===== config.mk =====
export PLATFORM = sky130hd
export DESIGN_NAME = votes_tally
export DESIGN_NICKNAME = d
export VERILOG_FILES = /design/src/rtl/votes_tally.sv
export SDC_FILE = /design/constraint.sdc
export NUM_CORES = 1
export LEC_CHECK = 0
export BUFFER_PORTS_ARGS = -buffer_cell sky130_fd_sc_hd__buf_2
export CORE_MARGIN = 2
export CORE_UTILIZATION = 35
export CTS_CLUSTER_DIAMETER = 150
export DETAILED_ROUTE_END_ITERATION = 6
export GPL_TIMING_DRIVEN = 0
export MAX_ROUTING_LAYER = met4
export SLEW_MARGIN = 20
export SYNTH_ARGS = -nofsm -noshare
export SYNTH_HDL_FRONTEND = slang
export SYNTH_SLANG_ARGS = --single-unit

===== constraint.sdc =====
create_clock -name clk -period 3 [get_ports clk]
set_input_delay 0.6 -clock clk [delete_from_list [all_inputs] [get_ports clk]]
set_output_delay 0.6 -clock clk [all_outputs]
set_load 0.02 [all_outputs]

===== src/rtl/votes_tally.sv =====
// Sequential N-voter ballot tally: collects one ballot per voter, closes on all-voted or timeout.
// Optional quorum gating of the decision is enabled with `define VOTES_QUORUM_EN.
module votes_tally #(
    parameter int N_VOTERS  = 4,
    parameter int THRESHOLD = 3,
    parameter int TIMEOUT   = 16
`ifdef VOTES_QUORUM_EN
    ,
    parameter int QUORUM    = 3
`endif
) (
    input  logic                               clk,
    input  logic                               rst,
    input  logic                               start,
    input  logic [N_VOTERS-1:0]                vote_valid,
    input  logic [N_VOTERS-1:0]                vote_val,
    output logic                               busy,
    output logic [N_VOTERS-1:0]                voted,
    output logic [$clog2(N_VOTERS+1)-1:0]      yes_count,
    output logic [$clog2(N_VOTERS+1)-1:0]      no_count,
    output logic                               result,
    output logic                               result_valid,
    output logic                               timed_out,
`ifdef VOTES_QUORUM_EN
    output logic                               quorum_met,
`endif
    output logic                               dup_err
);

    localparam int CNT_W = $clog2(N_VOTERS + 1);
    localparam int TMR_W = $clog2(TIMEOUT + 1);
    localparam logic [CNT_W-1:0] THR_C   = CNT_W'(THRESHOLD);
    localparam logic [TMR_W-1:0] TO_C    = TMR_W'(TIMEOUT);
    localparam logic [TMR_W-1:0] TMR_ONE = TMR_W'(1'b1);

    if (N_VOTERS < 2) begin : g_bad_n
        $error("votes_tally: N_VOTERS must be at least 2");
    end
    if (THRESHOLD < 1 || THRESHOLD > N_VOTERS) begin : g_bad_thr
        $error("votes_tally: THRESHOLD must be in 1..N_VOTERS");
    end
    if (TIMEOUT < 1) begin : g_bad_to
        $error("votes_tally: TIMEOUT must be at least 1");
    end
`ifdef VOTES_QUORUM_EN
    if (QUORUM < 1 || QUORUM > N_VOTERS) begin : g_bad_quo
        $error("votes_tally: QUORUM must be in 1..N_VOTERS");
    end
    localparam logic [CNT_W:0] QUO_C = (CNT_W + 1)'(QUORUM);
    logic quorum_met_q, quorum_met_d;
`endif

    typedef enum logic [1:0] {
        S_IDLE    = 2'd0,
        S_COLLECT = 2'd1,
        S_DONE    = 2'd2
    } state_t;

    state_t              state_q, state_d;
    logic                busy_q, busy_d;
    logic [N_VOTERS-1:0] voted_q, voted_d;
    logic [CNT_W-1:0]    yes_q, yes_d;
    logic [CNT_W-1:0]    no_q, no_d;
    logic                result_q, result_d;
    logic                result_valid_q, result_valid_d;
    logic                timed_out_q, timed_out_d;
    logic                dup_err_q, dup_err_d;
    logic [TMR_W-1:0]    timer_q, timer_d;
    logic [N_VOTERS-1:0] accept_s;
    logic [CNT_W-1:0]    yes_add_s, no_add_s;
    logic                thr_ok_s;

    // Next-state and next-output computation for the round FSM
    always_comb begin
        state_d        = state_q;
        busy_d         = busy_q;
        voted_d        = voted_q;
        yes_d          = yes_q;
        no_d           = no_q;
        result_d       = result_q;
        result_valid_d = 1'b0;
        timed_out_d    = timed_out_q;
        dup_err_d      = 1'b0;
        timer_d        = timer_q;
        accept_s       = {N_VOTERS{1'b0}};
        yes_add_s      = {CNT_W{1'b0}};
        no_add_s       = {CNT_W{1'b0}};
        thr_ok_s       = 1'b0;
`ifdef VOTES_QUORUM_EN
        quorum_met_d   = quorum_met_q;
`endif
        case (state_q)
            S_IDLE: begin
                if (start) begin
                    state_d     = S_COLLECT;
                    busy_d      = 1'b1;
                    voted_d     = {N_VOTERS{1'b0}};
                    yes_d       = {CNT_W{1'b0}};
                    no_d        = {CNT_W{1'b0}};
                    result_d    = 1'b0;
                    timed_out_d = 1'b0;
                    timer_d     = {TMR_W{1'b0}};
`ifdef VOTES_QUORUM_EN
                    quorum_met_d = 1'b0;
`endif
                end else begin
                    state_d = S_IDLE;
                end
            end
            S_COLLECT: begin
                // Only first ballots count; repeats are flagged and dropped
                accept_s  = vote_valid & ~voted_q;
                dup_err_d = |(vote_valid & voted_q);
                for (int i = 0; i < N_VOTERS; i++) begin
                    yes_add_s = yes_add_s + {{(CNT_W-1){1'b0}}, (accept_s[i] & vote_val[i])};
                    no_add_s  = no_add_s  + {{(CNT_W-1){1'b0}}, (accept_s[i] & ~vote_val[i])};
                end
                voted_d  = voted_q | accept_s;
                yes_d    = yes_q + yes_add_s;
                no_d     = no_q + no_add_s;
                timer_d  = timer_q + TMR_ONE;
                thr_ok_s = (yes_d >= THR_C);
                if ((&voted_d) || (timer_d == TO_C)) begin
                    state_d        = S_DONE;
                    result_valid_d = 1'b1;
                    timed_out_d    = ~(&voted_d);
`ifdef VOTES_QUORUM_EN
                    quorum_met_d   = (({1'b0, yes_d} + {1'b0, no_d}) >= QUO_C);
                    result_d       = quorum_met_d & thr_ok_s;
`else
                    result_d       = thr_ok_s;
`endif
                end else begin
                    state_d = S_COLLECT;
                end
            end
            S_DONE: begin
                state_d = S_IDLE;
                busy_d  = 1'b0;
            end
            default: begin
                state_d = S_IDLE;
                busy_d  = 1'b0;
            end
        endcase
    end

    // State and output registers with synchronous reset
    always_ff @(posedge clk) begin
        if (rst) begin
            state_q        <= S_IDLE;
            busy_q         <= 1'b0;
            voted_q        <= {N_VOTERS{1'b0}};
            yes_q          <= {CNT_W{1'b0}};
            no_q           <= {CNT_W{1'b0}};
            result_q       <= 1'b0;
            result_valid_q <= 1'b0;
            timed_out_q    <= 1'b0;
            dup_err_q      <= 1'b0;
            timer_q        <= {TMR_W{1'b0}};
`ifdef VOTES_QUORUM_EN
            quorum_met_q   <= 1'b0;
`endif
        end else begin
            state_q        <= state_d;
            busy_q         <= busy_d;
            voted_q        <= voted_d;
            yes_q          <= yes_d;
            no_q           <= no_d;
            result_q       <= result_d;
            result_valid_q <= result_valid_d;
            timed_out_q    <= timed_out_d;
            dup_err_q      <= dup_err_d;
            timer_q        <= timer_d;
`ifdef VOTES_QUORUM_EN
            quorum_met_q   <= quorum_met_d;
`endif
        end
    end

    assign busy         = busy_q;
    assign voted        = voted_q;
    assign yes_count    = yes_q;
    assign no_count     = no_q;
    assign result       = result_q;
    assign result_valid = result_valid_q;
    assign timed_out    = timed_out_q;
    assign dup_err      = dup_err_q;
`ifdef VOTES_QUORUM_EN
    assign quorum_met   = quorum_met_q;
`endif

endmodule


==> results.py <==
metrics = {
    "outcome": {
        "outcome": "finished clean",
    },
    "clock_network": {
        "clock_path_buffers": 2,
        "root_buffer": "clkbuf_4",
        "clk_latency_ns": 0.32,
        "clkTransAtPathRegs_ns": 0.13,
        "cts_resized": 0,
        "cts_buffers": 3,
        "cts_tree": "yes",
        "postCtsHoldBufs": 0,
        "cts_setup_buffers": 0,
        "cts.sinks": 22,
        "htreeDepth": 1,
    },
    "worst_setup_path": {
        "cp.required_ns": 3.20,
        "startpoint_type": "register",
        "cp.arrival_ns": 2.86,
        "worstPathMaxFanout": 7,
        "end_kind": "register",
        "r2r_slack_ns": 0.34,
        "r2r_cells": 10,
        "critPathKind": "register to register",
    },
    "hold_path": {
        "hold_class": "register to register",
        "holdPathStages": 2,
    },
    "sta": {
        "finalSetupTns_ns": 0,
        "relSlewSlack_pct": 66.12,
        "setup_violations": 0,
        "worst_slack_ns": 0.3401,
        "fin_crit_sh_pct": 88.66,
        "clock-skew-final_ns": 0.009387,
        "rsz0062_at_grt": "false",
        "whs_ns": 0.4768,
        "tightestPinTransition_ns": 0.5082,
        "finalHoldViolCount": 0,
        "report.final.slew_viol_count": 0,
        "finalCriticalPeriod_ns": 2.660,
        "fmax_mhz": 376.0,
    },
    "global_routing": {
        "grt_use_total_pct": 15.67,
        "grt-busiest-layer": "met2",
        "grt_pass1_vias": 1008,
        "grt_pass1_wl_um": 4360,
        "grt_overflow": 0,
        "antenna_found_initial": 0,
        "use_met3_pct": 1.863,
        "grt_max_degree": 14,
        "grt_util_met1_pct": 19.52,
        "use_met2_pct": 26.49,
    },
    "finish": {
        "layout_common_cells": "26 x buf_2, 22 x dfxtp_1, 17 x nor2_1",
        "area_growth_syn_to_layout_pct": 20.00,
        "fin_cells": 213,
        "final_common_cell": "buf_2",
        "n_fill_cell": 352,
        "fin_nets": 186,
        "drive_above_1_share_pct": 19.76,
        "antennaDiodeCount": 0,
    },
    "synth": {
        "syn_area_mm2": 0.001176,
        "ys_seq_area_share_pct": 37.45,
        "synth_enable_flop_cells": 0,
        "ys.flop_type": "dfxtp_1",
        "avgSynthCellArea_um2": 8.523,
        "netlist_top_cells_area": "dfxtp_1 37%, fa_1 10%, nor2_1 5.4%",
        "synth_seq_cells": 22,
        "async_reset_ff_share_pct": 0,
        "synth_nets": 156,
        "yosys.area.top_type_share_pct": 37.45,
        "yosys.area.top_type": "dfxtp_1",
        "yosysWarnings": 0,
        "syn_inst": 138,
        "yosysUniqueCellTypes": 33,
    },
    "route": {
        "vias_per_cell": 5.000,
        "first_pass_iters": 4,
        "dr_total_vias": 1065,
        "antenna_left": 0,
        "drc": 0,
        "wirelength_um": 2623,
        "drt-wirelength-per-cell_um": 12.31,
        "drt_iter0_drc": 98,
    },
    "die": {
        "start_util_pct": 35.81,
        "die_h_um": 61.97,
        "die_w_um": 61.97,
        "rows": 21,
        "die-area_mm2": 0.003840,
        "pin_count": 26,
        "coreArea_mm2": 0.003284,
    },
    "placed_design": {
        "dp_hpwl_um": 1967,
        "place.gp.congestion": 0.8102,
        "post-place-ws_ns": 0.007675,
        "portBuffers": 25,
        "dp_cells": 209,
    },
    "power_and_ir_drop": {
        "power_density_mw_per_mm2": 479.6,
        "p_leak_nw": 0.5726,
        "power_w": 0.0006769,
        "vdd_drop_max_mv": 0.1444,
    },
    "job": {
        "max_cap_viol_count": 0,
    },
}
-- critical path, stage by stage (launching register included) --
cell and delay, ns:
dfxtp_1 0.38, or3b_2 0.50, fa_1 0.52, inv_1 0.05, fa_1 0.41, inv_1 0.08, fa_1 0.20, nor3_1 0.05
a21oi_1 0.13, a2bb2oi_1 0.18, nor2_1 0.05
-- synthesized netlist by cell type, types with 4 or more instances --
library cell	count
a22oi_1	4
nor2b_1	6
nand3b_1	6
dfxtp_1	22
nand2_1	10
inv_1	10
a21oi_1	12
nor2_1	17
nor3_1	5
clkbuf_1	5
fa_1	6
o21ai_0	6
-- worst paths after layout --
path	start	endpoint
hold reg to reg	timed_out	timed_out
setup reg to reg	voted[0]	no_count[2]
setup / recovery	voted[0]	no_count[2]
hold / removal	timed_out	timed_out
-- sequential cells by signal, indices dropped and copies added, names as in the netlist --
| signal | flops |
|---|---|
| timer_q | 5 |
| yes_count | 3 |
| timed_out | 1 |
| result | 1 |
| no_count | 3 |
| dup_err | 1 |
| busy | 1 |
| voted | 4 |
| result_valid | 1 |
| state_q | 2 |
-- power breakdown --
part           leakage [nW]  total [W]  switching, W  internal, W
clock                0.0279   0.000231     0.0000958     0.000135
sequential            0.179   0.000319     0.0000140     0.000305
combinational         0.366   0.000127     0.0000768    0.0000506
-- area by class of cell --
cell class	count	area (µm²)	share of cell area [%]
flip-flops and latches	22	440.4	31.21
plain buffers	6	23.77	1.684
repair buffers	25	125.1	8.865
clock inverters	1	30.03	2.128
multi-input cells	100	674.4	47.78
inverters	10	37.54	2.660
well taps	46	57.56	4.078
clock buffers	3	22.52	1.596
-- per-layer routing --
layer  vias to the layer above  part of all wire (%)
met2                        20                    50
li1                        539                     -
met3                         5                   3.6
met5                         -                     0
met1                       501                    45
met4                         0                   1.6
-- per-stage QoR --
stage	util, %	instance area, µm²
floorplan	-	1176
global placement	41.37	1359
detailed placement	41.37	1359
CTS	42.97	1411
global route	42.97	1411
finish	42.97	1411
-- cell families after synthesis --
logic type      share of synthesized area (%)
xor+xnor                               0.7448
compound gates                          20.43
simple gates                            24.89
fa+ha+maj                               11.28
flops                                   37.45
buf+inv                                 5.213
No activity file was read; power rests on OpenSTA's default activity.
